===== src/rtl/pipelined_cla_adder.sv =====
`default_nettype none
// ============================================================================
// Module   : pipelined_cla_adder
// Brief    : Pipelined carry-look-ahead adder/subtractor. It resolves one
//            GROUP-bit CLA slice per stage and registers the carry between
//            stages.
// Revision : 1.0 - initial release
// ============================================================================
module pipelined_cla_adder #(
    parameter int WIDTH = 16,
    parameter int GROUP = 4
) (
    input  logic             clk,
    input  logic             rst,
    input  logic             hold,
    input  logic             in_valid,
    input  logic [WIDTH-1:0] A,
    input  logic [WIDTH-1:0] B,
    input  logic             CIN,
    input  logic             SUB,
    output logic             out_valid,
    output logic [WIDTH-1:0] S,
    output logic             COUT,
    output logic             OVF
);

    localparam int N = WIDTH / GROUP;

    if (GROUP < 1 || (WIDTH % GROUP) != 0 || WIDTH < 1) begin : g_bad_params
        $error("pipelined_cla_adder: WIDTH must be a positive multiple of GROUP");
    end

    // Returns {carry_out, sum}. Each carry is a flat sum of generate/propagate
    // products, so there is no ripple path through the slice.
    function automatic logic [GROUP:0] f_cla(input logic [GROUP-1:0] a,
                                             input logic [GROUP-1:0] b,
                                             input logic             cin);
        logic [GROUP-1:0] g;
        logic [GROUP-1:0] p;
        logic [GROUP:0]   c;
        logic             t;
        g    = a & b;
        p    = a ^ b;
        c    = '0;
        c[0] = cin;
        for (int i = 0; i < GROUP; i++) begin
            t = cin;
            for (int m = 0; m <= i; m++) t = t & p[m];
            c[i+1] = t;
            for (int j = 0; j <= i; j++) begin
                t = g[j];
                for (int m = j + 1; m <= i; m++) t = t & p[m];
                c[i+1] = c[i+1] | t;
            end
        end
        return {c[GROUP], p ^ c[GROUP-1:0]};
    endfunction

    logic [WIDTH-1:0] w_b_eff;
    logic             w_c_eff;
    assign w_b_eff = SUB ? ~B : B;
    assign w_c_eff = SUB ? 1'b1 : CIN;

    // Intermediate stages carry the completed low sum and the still-unprocessed
    // high operand bits, shifted down so that the next slice is always at bit 0.
    for (genvar s = 0; s < N - 1; s++) begin : g_stage
        localparam int DONE = (s + 1) * GROUP;
        localparam int REM  = WIDTH - DONE;

        logic             v_q, v_d;
        logic [DONE-1:0]  sum_q, sum_d;
        logic [REM-1:0]   a_q, a_d, b_q, b_d;
        logic             c_q, c_d;
        logic [GROUP:0]   w_r;

        if (s == 0) begin : g_first
            assign w_r   = f_cla(A[GROUP-1:0], w_b_eff[GROUP-1:0], w_c_eff);
            assign sum_d = w_r[GROUP-1:0];
            assign a_d   = A[WIDTH-1:GROUP];
            assign b_d   = w_b_eff[WIDTH-1:GROUP];
            assign v_d   = in_valid;
        end else begin : g_next
            assign w_r   = f_cla(g_stage[s-1].a_q[GROUP-1:0],
                                 g_stage[s-1].b_q[GROUP-1:0], g_stage[s-1].c_q);
            assign sum_d = {w_r[GROUP-1:0], g_stage[s-1].sum_q};
            assign a_d   = g_stage[s-1].a_q[WIDTH-s*GROUP-1:GROUP];
            assign b_d   = g_stage[s-1].b_q[WIDTH-s*GROUP-1:GROUP];
            assign v_d   = g_stage[s-1].v_q;
        end
        assign c_d = w_r[GROUP];

        always_ff @(posedge clk) begin
            if (rst) begin
                v_q   <= 1'b0;
                sum_q <= '0;
                a_q   <= '0;
                b_q   <= '0;
                c_q   <= 1'b0;
            end else if (!hold) begin
                v_q   <= v_d;
                sum_q <= sum_d;
                a_q   <= a_d;
                b_q   <= b_d;
                c_q   <= c_d;
            end
        end
    end

    logic [GROUP-1:0] w_fa, w_fb;
    logic             w_fc, w_fv;
    logic [GROUP:0]   w_fr;
    logic [WIDTH-1:0] w_s_d;
    logic             w_ovf;

    if (N == 1) begin : g_single
        assign w_fa  = A[GROUP-1:0];
        assign w_fb  = w_b_eff[GROUP-1:0];
        assign w_fc  = w_c_eff;
        assign w_fv  = in_valid;
        assign w_s_d = w_fr[GROUP-1:0];
    end else begin : g_multi
        assign w_fa  = g_stage[N-2].a_q;
        assign w_fb  = g_stage[N-2].b_q;
        assign w_fc  = g_stage[N-2].c_q;
        assign w_fv  = g_stage[N-2].v_q;
        assign w_s_d = {w_fr[GROUP-1:0], g_stage[N-2].sum_q};
    end

    assign w_fr  = f_cla(w_fa, w_fb, w_fc);
    // The carry into the MSB is recovered as a ^ b ^ sum at that bit.
    assign w_ovf = (w_fa[GROUP-1] ^ w_fb[GROUP-1] ^ w_fr[GROUP-1]) ^ w_fr[GROUP];

    logic             out_valid_q;
    logic [WIDTH-1:0] s_q;
    logic             cout_q, ovf_q;

    always_ff @(posedge clk) begin
        if (rst) begin
            out_valid_q <= 1'b0;
            s_q         <= '0;
            cout_q      <= 1'b0;
            ovf_q       <= 1'b0;
        end else if (!hold) begin
            out_valid_q <= w_fv;
            if (w_fv) begin
                s_q    <= w_s_d;
                cout_q <= w_fr[GROUP];
                ovf_q  <= w_ovf;
            end
        end
    end

    assign out_valid = out_valid_q;
    assign S         = s_q;
    assign COUT      = cout_q;
    assign OVF       = ovf_q;

endmodule
`default_nettype wire


===== config.mk =====
export PLATFORM = sky130hd
export DESIGN_NAME = pipelined_cla_adder
export DESIGN_NICKNAME = d
export VERILOG_FILES = /design/src/rtl/pipelined_cla_adder.sv
export SDC_FILE = /design/constraint.sdc
export NUM_CORES = 1
export LEC_CHECK = 0
export CAP_MARGIN = 20
export CORE_AREA = 3 3 98 100
export DETAILED_ROUTE_END_ITERATION = 12
export DIE_AREA = 0 0 101 103
export HOLD_SLACK_MARGIN = 0.15
export MAX_ROUTING_LAYER = met4
export PLACE_DENSITY_LB_ADDON = 0.08
export SLEW_MARGIN = 25
export SYNTH_ARGS = -nofsm -noshare
export SYNTH_HDL_FRONTEND = slang
export SYNTH_SLANG_ARGS = --single-unit

===== constraint.sdc =====
create_clock -name clk -period 1.9 [get_ports clk]
set_input_delay 0.19 -clock clk [delete_from_list [all_inputs] [get_ports clk]]
set_output_delay 0.19 -clock clk [all_outputs]
set_load 0.01 [all_outputs]

; Word-level counts from Yosys, hierarchy flattened
; Index checks and enable logic that the tools add are counted.
[word_totals]
input_bits = 38
memories = 0
latch_bits = 0
ff_bits = 97
wordCells = 119
output_inout_bits = 19
rom_bits = 0
mem_bits_rw = 0
[op_classes]
multipliers = 0
n_mux = 2
eq_ne = 0
div = 0
bitwise = 97
shifts = 0
order_cmp = 0
addsub = 0
reduce_logical = 1
[ops]
columns = operator, count
row1 = $and A1 B1 Y1, 40
row2 = $or A1 B1 Y1, 40
row3 = $xor A4 B4 Y4, 8
row4 = $and A4 B4 Y4, 4
row5 = $mux W16, 1
row6 = $not A16 Y16, 1
row7 = $xor A1 B1 Y1, 3
row8 = $reduce_and A2 Y1, 1
row9 = $mux W1, 1
row10 = $not A1 Y1, 1

; Depth between registers and ports, before layout
; Gate-level depths: netlist (run 1).
[logic_depth]
ltp_word = 11
mapped_depth = 8
mapped_depth_nobuf = 6

; Worst setup path before layout (run 1)
; OpenSTA, ideal clock, no wires.
[synth_path]
kind = input-to-reg
startpoint = input SUB
endpoint = register g_stage[0].sum_q[3]
cell_stages = 8
path_slack_ns = -0.118
path_buffers = 2
t_required_ns = 1.827
arrival_time_ns = 1.945
setup_time_ns = 0.073
cell_sequence = buf_4 > buf_4 > xor2_1 > ha_1 > ha_1 > o211a_1 > or4_4 > o211ai_2
[synth_between]
elab_chain_len = 9
elab_cells_between_ends = 14
classes_between = mux (2) / bitwise (12)
[synth_lines]
columns = item, line_no
row1 = start: declaration, 20  ; input logic SUB,
row2 = $mux W16, 61  ; assign w_b_eff = SUB ? ~B : B;
row3 = $xor A4 B4 Y4, 43  ; p = a ^ b;
row4 = $and A1 B1 Y1 (3 in series), 48  ; for (int m = 0; m <= i; m++) t = t & p[m];
row5 = $or A1 B1 Y1 (3 in series), 53  ; c[i+1] = c[i+1] | t;
row6 = $xor A4 B4 Y4 *, 56  ; return {c[GROUP], p ^ c[GROUP-1:0]};
row7 = end signal: assignment, 101  ; sum_q <= sum_d;
row8 = end: declaration, 71  ; logic [DONE-1:0] sum_q, sum_d;
; Mark *: on every way between the ends. The rest lies on a longest branch, timed or not.
; A chain may end at the register's enable or synchronous reset.

; Worst setup path after layout (run 1)
[layout_path]
startpoint = register g_stage[1].a_q[0]
endpoint = register g_stage[2].sum_q[11]
[layout_between]
elab_chain_len = 8
elab_cells_between_ends = 11
classes_between = bitwise (11)
[layout_lines]
columns = item, line_no
row1 = start: declaration, 72  ; logic [REM-1:0] a_q, a_d, b_q, b_d;
row2 = start signal: assignment, 96  ; a_q <= '0;
row3 = start signal: assignment, 102  ; a_q <= a_d;
row4 = $xor A4 B4 Y4, 43
row5 = $and A1 B1 Y1 (3 in series), 48
row6 = $or A1 B1 Y1 * (3 in series), 53
row7 = $xor A4 B4 Y4 *, 56
row8 = end signal: assignment, 101
row9 = end: declaration, 71
; Marked as above.

==> reports/metrics.cfg, run 1 <==
[global_routing]
grt_start_max_net_pins=32
grt_pass1_vias=2816
grt_first_pass_wirelength_mm=13.2
gr-total-overflow=0
grt_usage=0.165
antenna_found_initial=0

[clocking]
path_clk_slew_ps=100
htreeDepth=3
hold_buffers=0
cts_num_sinks=97
cts_tree=done
ctsRootBufferMaster=clkbuf_8
clk_latency_ps=360
cts_made_buffers=9
clockBufferDepth=2

[logic_synthesis]
syn_avg_cell_area_um2=9.92
synth_cells=436
ys_async_sr_fraction=0
yosysUniqueCellTypes=38
synth_nets=498
synth_edf_count=0
ys.flop_type=dfxtp_1
yosysSeqAreaShare=0.449
ys_ff_latch=97
syn_area_mm2=0.00432
yosysWarnings=0

[timing]
hold_viol_final=0
slew_viol_final=0
fin_skew_ps=7.87
timing.slew.headroom=0.692
max_freq_mhz=569
finalSetupViolCount=0
post-route-min-period_ps=1760
hold_slack_ps=199
worst-slew-pin-transition_ps=450
grt_setup_unrepaired=false
period_share=0.925

[power_and_ir_drop]
leakage_nw=2.30
p_comb_frac=0.123
p_int_mw=2.91
power_frac_seq=0.554
p_sw_mw=1.02
switching_share=0.261
ir_drop_mv=0.386
clockPowerShare=0.323
powerDensity_mw_per_mm2=762

[place]
dp_hpwl_mm=5.81
place_area_mm2=0.00497
port_buffers=56
gp_congestion=0.816

[critical_path]
crit_start=g_stage[1].a_q[0]
max_stage_delay_ps=500
rr_endpoint=g_stage[2].sum_q[11]
cp_common_cell=ha_1
crit_end=g_stage[2].sum_q[11]
regToRegStartpoint=g_stage[1].a_q[0]
crit_fanout=3
slowest_stage=or4_1
reg2reg_depth=5
arrival_ps=2040
path_cells=ha_1, ha_1, o211a_1, or4_1, o211ai_1
start_kind=register
rrSetupSlack_ps=140
crit_required_ps=2190
critPathKind=register to register
worstSetupEndpointType=register

[layout]
fin_area_mm2=0.00516
area_growth_pct=19.3
nets=552
diodes=0
drive_above_1_share=0.0828
post-route-util=0.589

[die]
num_rows=34
die_area_mm2=0.0104
io_pins=57
start_util=0.493
fp.dieH_um=103
die_w_um=101
core_area_mm2=0.00876

[job]
maxCapViolations=0

[routing]
wire_per_inst_um=13.0
ant_nets=0
vias=3062
avgViaCountPerCell=5.08
drt_pass1_iterations=4
wl_mm=7.85
initialDrtViolationCount=52
drc=0

[status]
status=finished clean

[hold_path]
hp-class=input port to register

placed cells by master (no fill, tap or decap), types with 2 or more instances in the layout:
cell type        synthesis  final
dfxtp_1                 97     97
nor2_1                  78     78
mux2i_1                 68     68
clkdlybuf4s50_1          0     53
nand2_1                 30     30
ha_1                    20     19
xor2_1                  18     17
buf_4                   11     17
a21oi_1                 16     16
inv_1                   11     11
o21ai_0                 11     11
clkbuf_8                 0     10
a311o_1                  5      5
o211a_1                  4      4
a21o_1                   4      4
fa_1                     4      4
nor3b_1                  3      3
and3_1                   3      3
a2111oi_0                4      3
o211ai_1                 3      3
nor3_1                   3      3
a221oi_1                 3      3
clkinvlp_4               0      3
nor2b_1                  2      2
xnor2_1                  2      2
a211oi_1                 2      2
nand2b_1                 2      2
or2b_1                   2      2
or4_1                    2      2
critical path: cells and delay by family (launching register included):
family / cells / cell delay, ps
and+or+nand+nor: 1 / 500
adders and majority gates: 2 / 490
DFF: 1 / 350
AOI/OAI and AO/OA: 2 / 340
worst min-delay path by stage:
stage                              start             endpoint  slack (ps)  cells past startpoint
floorplan                           A[4]    g_stage[0].a_q[0]         330                      2
global placement                    S[4]                 S[4]         440                      2
detailed placement  g_stage[2].sum_q[11]                S[11]         450                      2
CTS                                  rst  g_stage[2].sum_q[8]         180                      2
global route                         rst  g_stage[2].sum_q[9]         220                      2
finish                               rst  g_stage[2].sum_q[8]         200                      2
cell usage after synthesis, types with 5 or more instances:
master    n  area share
ha_1     20       0.058
inv_1    11      0.0095
mux2i_1  68        0.16
dfxtp_1  97        0.45
buf_4    11       0.019
buf_2    15       0.017
nor2_1   78       0.068
xor2_1   18       0.036
nand2_1  30       0.026
a21oi_1  16       0.019
o21ai_0  11       0.013
a311o_1   5       0.012
logic make-up after synthesis:
family / count (synthesis) / synth area share
AND/OR/NAND/NOR: 131 / 0.131
flip-flops: 97 / 0.449
multiplexers: 68 / 0.157
AO/OA/AOI/OAI: 56 / 0.0914
buffers and inverters: 40 / 0.0538
adder cells (fa/ha/maj): 24 / 0.0764
XOR/XNOR: 20 / 0.0405
sequential cells by signal, indices dropped and copies added, names as in the netlist:
signal	cells
COUT	1
OVF	1
S	16
g_stage.a_q	24
g_stage.b_q	24
g_stage.c_q	3
g_stage.sum_q	24
g_stage.v_q	3
out_valid	1
power by group through the flow:
| stage | combinational [mW] | clock, mW | sequential, mW |
|---|---|---|---|
| after floorplan | 0.344 | 0 | 2.21 |
| after global placement | 0.472 | 0 | 2.23 |
| after detailed placement | 0.487 | 0 | 2.23 |
| after CTS | 0.490 | 1.31 | 2.18 |
| after global routing | 0.546 | 1.39 | 2.19 |
| final | 0.484 | 1.27 | 2.18 |
per-stage QoR:
| step | std cells | power [mW] | setup WS, ps | setup TNS [ps] |
|---|---|---|---|---|
| 4_1_cts | 603 | 3.98 | 24.9 | 0 |
| 2_1_floorplan | 436 | 2.55 | 53.2 | 0 |
| 3_5_place_dp | 587 | 2.72 | -346 | -1010 |
| 3_3_place_gp | 587 | 2.70 | -307 | -891 |
| 5_1_grt | 603 | 4.13 | 6.54 | 0 |
| 6_report | 603 | 3.93 | 143 | 0 |
routing by layer:
layer,share of wire,track usage,vias to the layer above,routed length [um]
met4,0.015,0.0644,0,116
met2,0.43,0.244,55,3370
met5,0,-,-,0
li1,-,-,1599,-
met3,0.037,0.0244,11,287
met1,0.52,0.227,1397,4080
repair_timing:
action | in CTS | in global routing
setup endpoints to repair | 0 | 2
resized for setup | 0 | 2
buffers inserted | 0 | 0
layout make-up:
class                   instances  area [um^2]
clock buffers                  10          138
clock inverters                 6         51.3
fillers                       788         3600
inverters                      11         41.3
multi-input cells             299         2160
flip-flops and latches         97         1940
well taps                     108          135
repair buffers                 72          691
Power figures use the tool's default switching activity.
==> inputs of run 2 (changes only) <==
CORE_AREA = 3 3 93 95   (was 3 3 98 100)
DIE_AREA = 0 0 96 98   (was 0 0 101 103)
PLACE_DENSITY_LB_ADDON = 0.1   (was 0.08)
clock period = 2 ns   (was 1.9 ns; I/O delays follow)
==> reports/metrics.cfg, run 2 (synthesized netlist as in run 1, its figures left out) <==
[clocking]
path_clk_slew_ps=90
cts_tree=done
hold_buffers=0
htreeDepth=3
clk_latency_ps=350
cts_resized=1
cts_made_buffers=9
ctsRootBufferMaster=clkbuf_8
clockBufferDepth=2
postCtsSetupRepairBufs=0
cts_num_sinks=97

[critical_path]
slowest_stage=or4_4
worstSetupEndpointType=register
path_cells=clkdlybuf4s50_1, xor2_1, ha_1, ha_1, o211a_1, or4_4, o211ai_2
path_buf_inv=1
start_kind=input port
crit_fanout=3
critPathKind=input port to register
path_delay_family=simple AND/OR/NAND/NOR gates
cp_common_cell=ha_1
crit_required_ps=2280
max_stage_delay_ps=520
arrival_ps=2150

[power_and_ir_drop]
p_comb_frac=0.119
p_int_mw=2.87
power_frac_seq=0.543
switching_share=0.247
ir_drop_mv=0.316
leakage_nw=2.29
p_sw_uw=941
powerDensity_mw_per_mm2=745
clockPowerShare=0.338

[routing]
avgViaCountPerCell=5.14
initialDrtViolationCount=112
drc=0
wire_per_inst_um=13.0
wl_mm=7.76
drt_pass1_iterations=4
vias=3061
ant_nets=0

[place]
port_buffers=56
gp_congestion=0.844
pre_cts_slack_ps=-375
dp.cells=579
dp_hpwl_mm=5.52

[timing]
fin_ws_ps=134
fin_skew_ps=9.35
post-route-min-period_ps=1870
timing.slew.headroom=0.606
period_share=0.933
worst-slew-pin-transition_ps=577
hold_viol_final=0
grt_setup_unrepaired=false
slew_viol_final=0
max_freq_mhz=536
finalSetupViolCount=0

[global_routing]
antenna_found_initial=0
grt_pass1_vias=2820
grt_usage=0.182
gr-total-overflow=0
grt_start_max_net_pins=44
grt_first_pass_wirelength_mm=13.3

[die]
die_area_mm2=0.00941
io_pins=57
fp.dieH_um=98
core_area_mm2=0.00781
num_rows=32
die_w_um=96
start_util=0.554

[layout]
final_common_cell=dfxtp_1
nets=550
final_cell_mix=dfxtp_1, nor2_1, mux2i_1, clkdlybuf4s50_1, nand2_1
area_growth_pct=18.5
drive_above_1_share=0.0751
diodes=0
top_regs=g_stage.a_q (24), g_stage.b_q (24), g_stage.sum_q (24)
post-route-util=0.656
stdcell_count=595

[status]
status=finished clean

[hold_path]
hp-class=input port to register

[job]
maxCapViolations=0

## run 2: cell types whose count changed in the layout (fill, tap and decap cells not counted), sizes merged
| cell | before | now |
|---|---|---|
| dlymetal6s2s | 1 | 0 |
| buf | 18 | 16 |
| clkinvlp | 3 | 1 |
| clkinv | 1 | 2 |
| dlygate4sd2 | 0 | 1 |
| bufinv | 0 | 1 |
## run 2: area by class of cell
class	instances	area [um^2]
clock buffer	10	138
clock inverter	6	65.1
fill	658	2690
inverter	11	41.3
multi-input combinational	299	2150
sequential	97	1940
tap	102	128
timing repair buffer	70	659
## run 2: power by group through the flow
| stage | sequential (mW) | clock [mW] | combinational [mW] |
|---|---|---|---|
| finish | 2.07 | 1.29 | 0.452 |
| detailed placement | 2.12 | 0 | 0.455 |
| CTS | 2.07 | 1.32 | 0.457 |
| global placement | 2.11 | 0 | 0.439 |
| global route | 2.08 | 1.40 | 0.510 |
| floorplan | 2.10 | 0 | 0.323 |
## run 2: per-stage QoR
stage / hold slack [ps] / setup TNS, ps / cell area [um^2] / power, mW
finish: 250 / 0 / 5120 / 3.81
global route: 246 / 0 / 5120 / 3.99
CTS: 237 / 0 / 5120 / 3.85
detailed placement: 446 / -776 / 4920 / 2.57
global placement: 443 / -576 / 4920 / 2.55
floorplan: 344 / 0 / 4330 / 2.42
## run 2: final timing paths
check,to,from,slack (ps),depth (start not counted)
setup / recovery,g_stage[0].sum_q[3],B[0],130,7
hold / removal,g_stage[0].a_q[8],rst,250,2
setup reg to reg,S[14],g_stage[2].a_q[0],190,5
hold reg to reg,S[6],S[6],460,2
## run 2: layer usage
metal  part of all wire  GRT usage  up-vias
met5                  0          -        -
met4             0.0094     0.0613        0
met3              0.043     0.0393        7
met2               0.44      0.253       66
met1               0.50      0.260     1401
li1                   -          -     1587
## run 2: worst reg2reg max path, stage by stage (launching register included)
cell and delay [ps]:
dfxtp_1 360, ha_1 300, ha_1 190, o21ai_0 100, a2111oi_0 590, a311o_1 210
==> inputs of run 3 (changes only) <==
CORE_AREA = 3 3 116 118   (was 3 3 93 95)
DIE_AREA = 0 0 119 121   (was 0 0 96 98)
SLEW_MARGIN = 0   (was 25)
==> reports/metrics.cfg, run 3 (synthesized netlist as in run 1, its figures left out) <==
[status]
status=finished clean

[critical_path]
path_buf_inv=1
crit_required_ps=2280
start_kind=input port
path_delay_family=simple AND/OR/NAND/NOR gates
crit_start=B[0]
critPathKind=input port to register
crit_fanout=3
rr_endpoint=g_stage[1].sum_q[7]
reg2reg_depth=5
slowest_stage=or4_4
max_stage_delay_ps=510
arrival_ps=2170
regToRegStartpoint=g_stage[0].a_q[0]
rrSetupSlack_ps=270
worstSetupEndpointType=register
cp_common_cell=ha_1
path_cells=clkdlybuf4s50_1, xor2_2, ha_1, ha_1, o211a_1, or4_4, o211ai_2

[clocking]
ctsRootBufferMaster=clkbuf_16
path_clk_slew_ps=70
cts_num_sinks=97
clk_latency_ps=340
clockBufferDepth=2
cts_tree=done
postCtsSetupRepairBufs=0
cts_made_buffers=9
htreeDepth=3

[layout]
post-route-util=0.428
diodes=0
final_cell_mix=dfxtp_1, nor2_1, mux2i_1, clkdlybuf4s50_1, nand2_1
filler_cell_count=1238
nets=550
final_common_cell=dfxtp_1
area_growth_pct=24.4
top_regs=g_stage.a_q (24), g_stage.b_q (24), g_stage.sum_q (24)
drive_above_1_share=0.0751

[die]
start_util=0.344
die_area_mm2=0.0144
fp.dieH_um=121
core_area_mm2=0.0126
io_pins=57
num_rows=41
die_w_um=119

[timing]
max_freq_mhz=527
worst-slew-pin-transition_ps=421
slew_viol_final=0
fin_ws_ps=103
timing.slew.headroom=0.712
grt_setup_unrepaired=false
post-route-min-period_ps=1900
finalSetupViolCount=0
fin_skew_ps=5.66
hold_viol_final=0
period_share=0.949

[routing]
wl_met1_mm=4.74
dr_wl_met2_mm=3.36
vias=2985
drc=0
dr.max_layer_used=met4
wire_per_inst_um=12.9
ant_nets=0
avgViaCountPerCell=4.49
wl_mm=8.60
route.met3.wl_um=344
drt_pass1_iterations=4
initialDrtViolationCount=144

[hold_path]
hold_end=g_stage[1].a_q[5]
hp-class=input port to register
hold_path_depth=2
min_from=rst

[place]
gp_congestion=0.776
port_buffers=56
pre_cts_slack_ps=-351
dp_hpwl_mm=6.17

[global_routing]
antenna_found_initial=0
grt_first_pass_wirelength_mm=14.5
grt_start_max_net_pins=88
grt_pass1_vias=2832
gr-total-overflow=0
grt_usage=0.131

[power_and_ir_drop]
powerDensity_mw_per_mm2=840
leakage_nw=2.37
ir_drop_mv=0.315
p_total_mw=4.51

[job]
maxCapViolations=0

run 3: through the flow:
stage	hold slack [ps]	TNS (ps)	instance area, um^2	std cells
after CTS	200	0	5370	665
after detailed placement	447	-781	5020	649
after floorplan	344	0	4330	436
final	217	0	5380	665
after global placement	442	-695	5020	649
after global routing	212	0	5380	665
run 3: timing repair:
item,4_1_cts,5_1_grt
hold buffers,0,0
gates resized for setup,0,3
setup endpoints to repair,0,2
run 3: cell type report:
| cell class | instances | area, um^2 | share of cell area |
|---|---|---|---|
| tap | 172 | 215 | 0.0400 |
| clock buffer | 11 | 243 | 0.0451 |
| multi-input combinational | 299 | 2160 | 0.401 |
| timing repair buffer | 70 | 676 | 0.126 |
| sequential | 97 | 1940 | 0.361 |
| inverter | 11 | 41.3 | 0.00768 |
| clock inverter | 5 | 103 | 0.0191 |
run 3: layer usage:
layer,vias to the layer above,track usage
met5,-,-
li1,1594,-
met3,13,0.0364
met2,47,0.176
met1,1331,0.185
met4,0,0.0543
run 3: worst max-delay path by stage:
stage,to,depth (start not counted)
3_3_place_gp,g_stage[0].sum_q[3],7
3_5_place_dp,g_stage[0].sum_q[3],7
6_report,g_stage[0].sum_q[3],7
2_1_floorplan,g_stage[0].sum_q[3],8
4_1_cts,g_stage[0].sum_q[3],7
5_1_grt,g_stage[0].sum_q[3],7
run 3: worst register-to-register path, cell delays in order (launching register included):
cell and delay (ps):
dfxtp_1 400, ha_1 260, ha_1 190, o211a_1 230, or4_1 500, o211ai_1 90
run 3: power by group:
| group | switching [mW] | internal (mW) | leakage [nW] |
|---|---|---|---|
| sequential | 0.0541 | 2.02 | 0.791 |
| combinational | 0.219 | 0.241 | 1.41 |
| clock | 0.728 | 1.25 | 0.166 |
| total | 1.00 | 3.51 | 2.37 |
